==> src/rtl/oram_host_adapter_pkg.sv <==
// Shared encodings for the ORAM host adapter: core command codes, FSM states, counter sizing.
package oram_host_adapter_pkg;

    localparam int unsigned BECmdWidth = 2;
    localparam logic [BECmdWidth-1:0] BECMD_Update = 2'd0;
    localparam logic [BECmdWidth-1:0] BECMD_Read   = 2'd2;

    typedef enum logic [2:0] {
        StIdle  = 3'd0,
        StIssue = 3'd1,
        StWData = 3'd2,
        StRData = 3'd3,
        StResp  = 3'd4
    } state_e;

    // Keeps the beat counter at least one bit wide when a line is a single beat.
    function automatic int unsigned cnt_width(input int unsigned beats);
        return (beats > 1) ? $clog2(beats) : 1;
    endfunction

endpackage

==> src/rtl/oram_line_beat_shifter.sv <==
// Line register that serializes a loaded line into beats (LSB beat first) or gathers beats into a
// line, plus the wrapping beat counter that flags the last beat.
module oram_line_beat_shifter
    import oram_host_adapter_pkg::*;
#(
    parameter int unsigned ORAMB    = 512,
    parameter int unsigned FEDWidth = 64
) (
    input  logic                clk_i,
    input  logic                rst_i,
    input  logic                load_i,
    input  logic [ORAMB-1:0]    line_i,
    input  logic                shift_i,
    input  logic                capture_i,
    input  logic [FEDWidth-1:0] beat_i,
    output logic [FEDWidth-1:0] beat_o,
    output logic [ORAMB-1:0]    line_o,
    output logic                last_o
);

    localparam int unsigned Beats = ORAMB / FEDWidth;
    localparam int unsigned CntW  = cnt_width(Beats);
    localparam logic [CntW-1:0] LastCnt = CntW'(Beats - 1);

    logic [ORAMB-1:0] line_q, line_d;
    logic [CntW-1:0]  cnt_q, cnt_d;

    // Both directions shift right: writes drain zeros in behind the beats, so a finished write
    // leaves an all-zero line; reads enter at the top so beat 0 ends up at the bottom.
    always_comb begin
        line_d = line_q;
        cnt_d  = cnt_q;
        if (load_i) begin
            line_d = line_i;
            cnt_d  = '0;
        end else if (shift_i || capture_i) begin
            cnt_d  = (cnt_q == LastCnt) ? '0 : cnt_q + CntW'(1);
            line_d = line_q >> FEDWidth;
            if (capture_i) begin
                line_d = line_d | (ORAMB'(beat_i) << (ORAMB - FEDWidth));
            end
        end
    end

    always_ff @(posedge clk_i) begin
        if (rst_i) begin
            line_q <= '0;
            cnt_q  <= '0;
        end else begin
            line_q <= line_d;
            cnt_q  <= cnt_d;
        end
    end

    assign beat_o = line_q[FEDWidth-1:0];
    assign line_o = line_q;
    assign last_o = (cnt_q == LastCnt);

endmodule

==> src/rtl/oram_host_adapter.sv <==
// Host-side adapter for the TinyORAM core: one whole-line request in flight, split into beats.
// Optional ORAM_ADDR_CHECK_EN rejects block addresses >= NumValidBlock without touching the core.
module oram_host_adapter
    import oram_host_adapter_pkg::*;
#(
    parameter int unsigned ORAMB         = 512,
    parameter int unsigned ORAMU         = 32,
    parameter int unsigned FEDWidth      = 64,
    parameter int unsigned NumValidBlock = 8192
) (
    input  logic                  Clock,
    input  logic                  Reset,
    input  logic                  HostReqWrite,
    input  logic [ORAMU-1:0]      HostAddr,
    input  logic [ORAMB-1:0]      HostWData,
    input  logic                  HostReqValid,
    output logic                  HostReqReady,
    output logic [ORAMB-1:0]      HostRData,
    output logic                  HostRespErr,
    output logic                  HostRespValid,
    input  logic                  HostRespReady,
    output logic [BECmdWidth-1:0] Cmd,
    output logic [ORAMU-1:0]      PAddr,
    output logic                  CmdValid,
    input  logic                  CmdReady,
    output logic [FEDWidth-1:0]   DataIn,
    output logic                  DataInValid,
    input  logic                  DataInReady,
    input  logic [FEDWidth-1:0]   DataOut,
    input  logic                  DataOutValid,
    output logic                  DataOutReady
);

`ifdef ORAM_ADDR_CHECK_EN
    localparam bit AddrCheckEn = 1'b1;
`else
    localparam bit AddrCheckEn = 1'b0;
`endif
    localparam logic [ORAMU-1:0] NumValidAddr = ORAMU'(NumValidBlock);

    state_e           state_q, state_d;
    logic             write_q, write_d;
    logic [ORAMU-1:0] addr_q, addr_d;
    logic             err_q, err_d;

    logic                addr_bad;
    logic                load, shift, capture, last;
    logic [FEDWidth-1:0] beat;
    logic [ORAMB-1:0]    line;

    assign addr_bad = AddrCheckEn && (HostAddr >= NumValidAddr);

    always_comb begin
        state_d       = state_q;
        write_d       = write_q;
        addr_d        = addr_q;
        err_d         = err_q;
        load          = 1'b0;
        shift         = 1'b0;
        capture       = 1'b0;
        HostReqReady  = 1'b0;
        HostRespValid = 1'b0;
        CmdValid      = 1'b0;
        DataInValid   = 1'b0;
        DataOutReady  = 1'b0;
        unique case (state_q)
            StIdle: begin
                // Held low during reset so every output reads zero while Reset is high.
                HostReqReady = !Reset;
                if (HostReqValid) begin
                    load    = 1'b1;
                    write_d = HostReqWrite;
                    addr_d  = HostAddr;
                    err_d   = addr_bad;
                    state_d = addr_bad ? StResp : StIssue;
                end
            end
            StIssue: begin
                CmdValid = 1'b1;
                if (CmdReady) begin
                    state_d = write_q ? StWData : StRData;
                end
            end
            StWData: begin
                DataInValid = 1'b1;
                if (DataInReady) begin
                    shift = 1'b1;
                    if (last) state_d = StResp;
                end
            end
            StRData: begin
                DataOutReady = 1'b1;
                if (DataOutValid) begin
                    capture = 1'b1;
                    if (last) state_d = StResp;
                end
            end
            StResp: begin
                HostRespValid = 1'b1;
                if (HostRespReady) state_d = StIdle;
            end
            default: state_d = StIdle;
        endcase
    end

    always_ff @(posedge Clock) begin
        if (Reset) begin
            state_q <= StIdle;
            write_q <= 1'b0;
            addr_q  <= '0;
            err_q   <= 1'b0;
        end else begin
            state_q <= state_d;
            write_q <= write_d;
            addr_q  <= addr_d;
            err_q   <= err_d;
        end
    end

    // Reads and rejected requests start from a zero line; writes start from the host line.
    oram_line_beat_shifter #(
        .ORAMB    (ORAMB),
        .FEDWidth (FEDWidth)
    ) u_shifter (
        .clk_i     (Clock),
        .rst_i     (Reset),
        .load_i    (load),
        .line_i    ((HostReqWrite && !addr_bad) ? HostWData : '0),
        .shift_i   (shift),
        .capture_i (capture),
        .beat_i    (DataOut),
        .beat_o    (beat),
        .line_o    (line),
        .last_o    (last)
    );

    assign Cmd         = CmdValid ? (write_q ? BECMD_Update : BECMD_Read) : '0;
    assign PAddr       = CmdValid ? addr_q : '0;
    assign DataIn      = DataInValid ? beat : '0;
    assign HostRData   = HostRespValid ? line : '0;
    assign HostRespErr = HostRespValid && err_q;

endmodule

==> config.mk <==
export PLATFORM = sky130hd
export DESIGN_NAME = oram_host_adapter
export DESIGN_NICKNAME = d
export VERILOG_FILES = /design/src/rtl/oram_host_adapter_pkg.sv /design/src/rtl/oram_line_beat_shifter.sv /design/src/rtl/oram_host_adapter.sv
export SDC_FILE = /design/constraint.sdc
export NUM_CORES = 1
export LEC_CHECK = 0
export BUFFER_PORTS_ARGS = -buffer_cell sky130_fd_sc_hd__clkbuf_2
export CORE_AREA = 2 2 476 478
export CTS_CLUSTER_SIZE = 16
export DETAILED_ROUTE_END_ITERATION = 10
export DIE_AREA = 0 0 478 480
export GPL_ROUTABILITY_DRIVEN = 0
export PLACE_DENSITY = 0.39
export SYNTH_ARGS = -nofsm -noshare
export SYNTH_HDL_FRONTEND = slang
export SYNTH_SLANG_ARGS = --single-unit
==> constraint.sdc <==
create_clock -name Clock -period 5.1 [get_ports Clock]
set_clock_uncertainty 0.15 [all_clocks]
set_input_delay 0.255 -clock Clock [delete_from_list [all_inputs] [get_ports Clock]]
set_output_delay 0.255 -clock Clock [all_outputs]
set_load 0.01 [all_outputs]
==> implementation parameters <==
Parameter                              Value

Synth
  Sequential area share after synthesis    between 30 and 40%
  Average instance area after synthesis    slightly above 9 µm²
  Number of flops mapped to enable cells by yosys    0
  Ys Warns    0
  Number of storage elements in the synthesis netlist    ~550
  Synthesized area    between 30000 and 40000 µm²
  Number of standard cells after synthesis    3710
  Flip-flop cell with the highest count after synthesis    sky130_fd_sc_hd__dfxtp_1
  Async SR Flop Fraction    0%
  Count of distinct cell types in the synthesized netlist    38

Clocking
  Buffers from clock root to sink, at most    3
  Clock-pin slew on the worst setup and hold paths    60 ps
  H-Tree Depth    3
  Clock latency of the later-clocked register in the worst-skew pair    700 ps
  Number of gates given a new drive strength after cts    0
  TritonCTS clock tree    done
  Cell chosen for the clock root    sky130_fd_sc_hd__clkbuf_16
  Num Clock Sinks    551
  Total clock buffers created by CTS    80

Global route
  Number of global-route vias before repair    36195
  Wire length of the first global-routing pass    around 310000 µm
  Antenna violations before repair    ~110
  Maximum number of pins on one net before global-route repair    158
  Congestion Overflow GR    0
  GRT Overall Usage    between 10% and 20%

Floorplanning
  Placement row count    174
  Height of the chip    480 µm
  Die ar.    229000 µm²
  Ports    1232
  Area of the core    224000 µm²
  Starting density of the core    15.3%
  Chip Width    478 µm

Routing
  Iteration-0 DRC Markers    2099
  Overall routed net length    227000 µm
  Number of vias per cell after detailed routing    4.25
  Via count of the routed design    between 30000 and 40000
  Drt drc    0
  Initial DRT Pass Iterations    5
  Number of nets with antenna violations after routing    0
  Routed len/inst    27.1 µm

STA
  Number of pins with negative max-slew slack in the final report    0
  Setup total negative slack    0 ps
  Setup repair after global routing missed its margin    false
  Fin. Hold Viols    0
  Post-layout min period    3740 ps
  Endpoints failing setup    0
  Max frequency    ~270 MHz
  Max-slew headroom    37.7%
  Part of the cycle the worst path needs    between 70 and 80%
  Transition time at the pin with the least slew margin    approximately 930 ps
  Worst hold slack    95.1 ps

Min path
  Min-delay worst type    input port to register

Worst setup path
  Cell-by-cell listing of the critical path    nor3b_2 -> buf_12 -> buf_4 -> and2_1 -> clkbuf_2
  Master of the slowest instance on the critical path    sky130_fd_sc_hd__dfxtp_1
  Worst path arrival time    around 3300 ps
  Path type of the worst setup path    register to output port
  CP Launch Type    register
  Element type at the critical path end    output port
  Largest stage delay on the critical path    670 ps
  CP max FO    153
  Required time of the critical path    4700 ps

Placement
  Post-detail-place hpwl    ~180000 µm
  Count of buffers inserted at the top-level ports    1229

Layout
  Number of nets in the finished design    approximately 5900
  Area growth, synth to finish    52.1%
  Share of cells above drive strength 1    between 30% and 40%

Status
  Run status    finished, final reports clean

Power and ir drop
  Internal power component    9.71 mW
  Leakage power    20.7 nW
  Clock network fraction of total power    about two fifths
  Net switching fraction of the power    34.6%
  Net Switching    5.13 mW
  Power per standard cell area    between 200 and 300 nW/µm²
  Proportion of power drawn by combinational gates    23.2%
  Part of the power in registers    about 37%
  VDD IR-drop max    0.000214 V

Flow run
  Number of maximum-capacitance violations    0
[critical path: cells and delay by family (launching register included)]
kind | cells | cell delay, ps
AND/OR/NAND/NOR | 2 | 690
buffers and inverters | 3 | 900
flip-flops | 1 | 670
[cell usage after synthesis, types with 37 or more instances]
| cell | number | area share (%) |
|---|---|---|
| sky130_fd_sc_hd__and2_1 | 1056 | 19 |
| sky130_fd_sc_hd__dfxtp_1 | 551 | 32 |
| sky130_fd_sc_hd__mux2i_1 | 450 | 13 |
| sky130_fd_sc_hd__nor2_1 | 450 | 4.9 |
| sky130_fd_sc_hd__a221oi_2 | 400 | 18 |
| sky130_fd_sc_hd__clkbuf_1 | 239 | 2.6 |
| sky130_fd_sc_hd__buf_2 | 154 | 2.3 |
| sky130_fd_sc_hd__nand2_1 | 66 | 0.72 |
| sky130_fd_sc_hd__nand2b_1 | 66 | 1.2 |
| sky130_fd_sc_hd__a32oi_1 | 65 | 1.7 |
| sky130_fd_sc_hd__o22ai_1 | 64 | 1.2 |
| sky130_fd_sc_hd__a221oi_1 | 48 | 1.2 |
| sky130_fd_sc_hd__a21oi_1 | 37 | 0.54 |
[cell families (layout without fill, tap and decap cells)]
| family | after synthesis | count (layout) | synth area share [%] |
|---|---|---|---|
| muxes | 451 | 451 | 13.2 |
| adders and majority gates | 2 | 2 | 0.0731 |
| DFF | 551 | 551 | 32.2 |
| buffers and inverters | 428 | 2063 | 5.66 |
| other | 1 | 52 | 0.0110 |
| AOI/OAI and AO/OA | 623 | 623 | 22.3 |
| and+or+nand+nor | 1654 | 1654 | 26.5 |
[registers in the layout, summed over array words and instances (netlist names)]
register	cells
state_q	3
write_q	1
u_shifter.line_o	512
u_shifter.cnt_q	3
addr_q	32
[power by group through the flow]
| stage | Sequential, mW | Clock (mW) | Combinational [mW] |
|---|---|---|---|
| 6_report | 5.54 | 5.86 | 3.44 |
| 5_1_grt | 5.59 | 6.21 | 3.68 |
| 4_1_cts | 5.57 | 6.09 | 3.45 |
| 3_5_place_dp | 5.67 | 0 | 3.02 |
| 3_3_place_gp | 5.66 | 0 | 3.00 |
| 2_1_floorplan | 5.04 | 0 | 2.12 |
[cell type report]
type,instances,area (µm²)
clock buffers,120,2400
fillers,24730,172000
multi-input cells,2732,21300
clock inverters,25,265
well taps,2992,3740
diodes,50,125
flip-flops and latches,551,11000
inverters,3,11.3
repair buffers,1915,13200
[through the flow]
| stage | utilization [%] | total power, mW | instance area [µm²] | setup WS, ps | cells |
|---|---|---|---|---|---|
| floorplan | - | 7.16 | 34200 | 3130 | 3711 |
| global placement | 19.3 | 8.66 | 43300 | 1810 | 7600 |
| detailed placement | 19.3 | 8.68 | 43300 | 1850 | 7600 |
| CTS | 23.2 | 15.1 | 51900 | 1390 | 8338 |
| global route | 23.2 | 15.5 | 52000 | 1220 | 8367 |
| finish | 23.2 | 14.8 | 52100 | 1360 | 8388 |
[worst paths after layout]
check	startpoint	endpoint	slack (ps)	depth (start not counted)
max	state_q[2]	HostRData[246]	1360	5
min reg2reg	addr_q[21]	addr_q[21]	300	2
max reg2reg	state_q[0]	u_shifter.line_o[496]	1490	6
min	HostWData[79]	u_shifter.line_o[79]	100	4
[placed cells by master, fill, tap and decap left out, types with 65 or more instances in the layout]
| cell type | n |
|---|---|
| sky130_fd_sc_hd__nor2_1 | 450 |
| sky130_fd_sc_hd__clkbuf_16 | 81 |
| sky130_fd_sc_hd__a221oi_2 | 400 |
| sky130_fd_sc_hd__a32oi_1 | 65 |
| sky130_fd_sc_hd__dlygate4sd3_1 | 593 |
| sky130_fd_sc_hd__nand2_1 | 66 |
| sky130_fd_sc_hd__dfxtp_1 | 551 |
| sky130_fd_sc_hd__and2_1 | 1056 |
| sky130_fd_sc_hd__clkbuf_2 | 1227 |
| sky130_fd_sc_hd__nand2b_1 | 66 |
| sky130_fd_sc_hd__mux2i_1 | 450 |
[what timing repair did]
| action | 4_1_cts | 5_1_grt |
|---|---|---|
| hold endpoints to repair | 502 | 0 |
| hold buffers | 593 | 0 |
| setup buffers | 0 | 0 |
[layer usage]
layer	vias up	GRT usage [%]	share of wire, %
met3	327	3.46	5.7
li1	16340	-	-
met1	17541	23.2	42
met4	22	7.98	4.2
met2	1456	32.1	48
met5	-	0	0.061
Power figures use the tool's default switching activity.
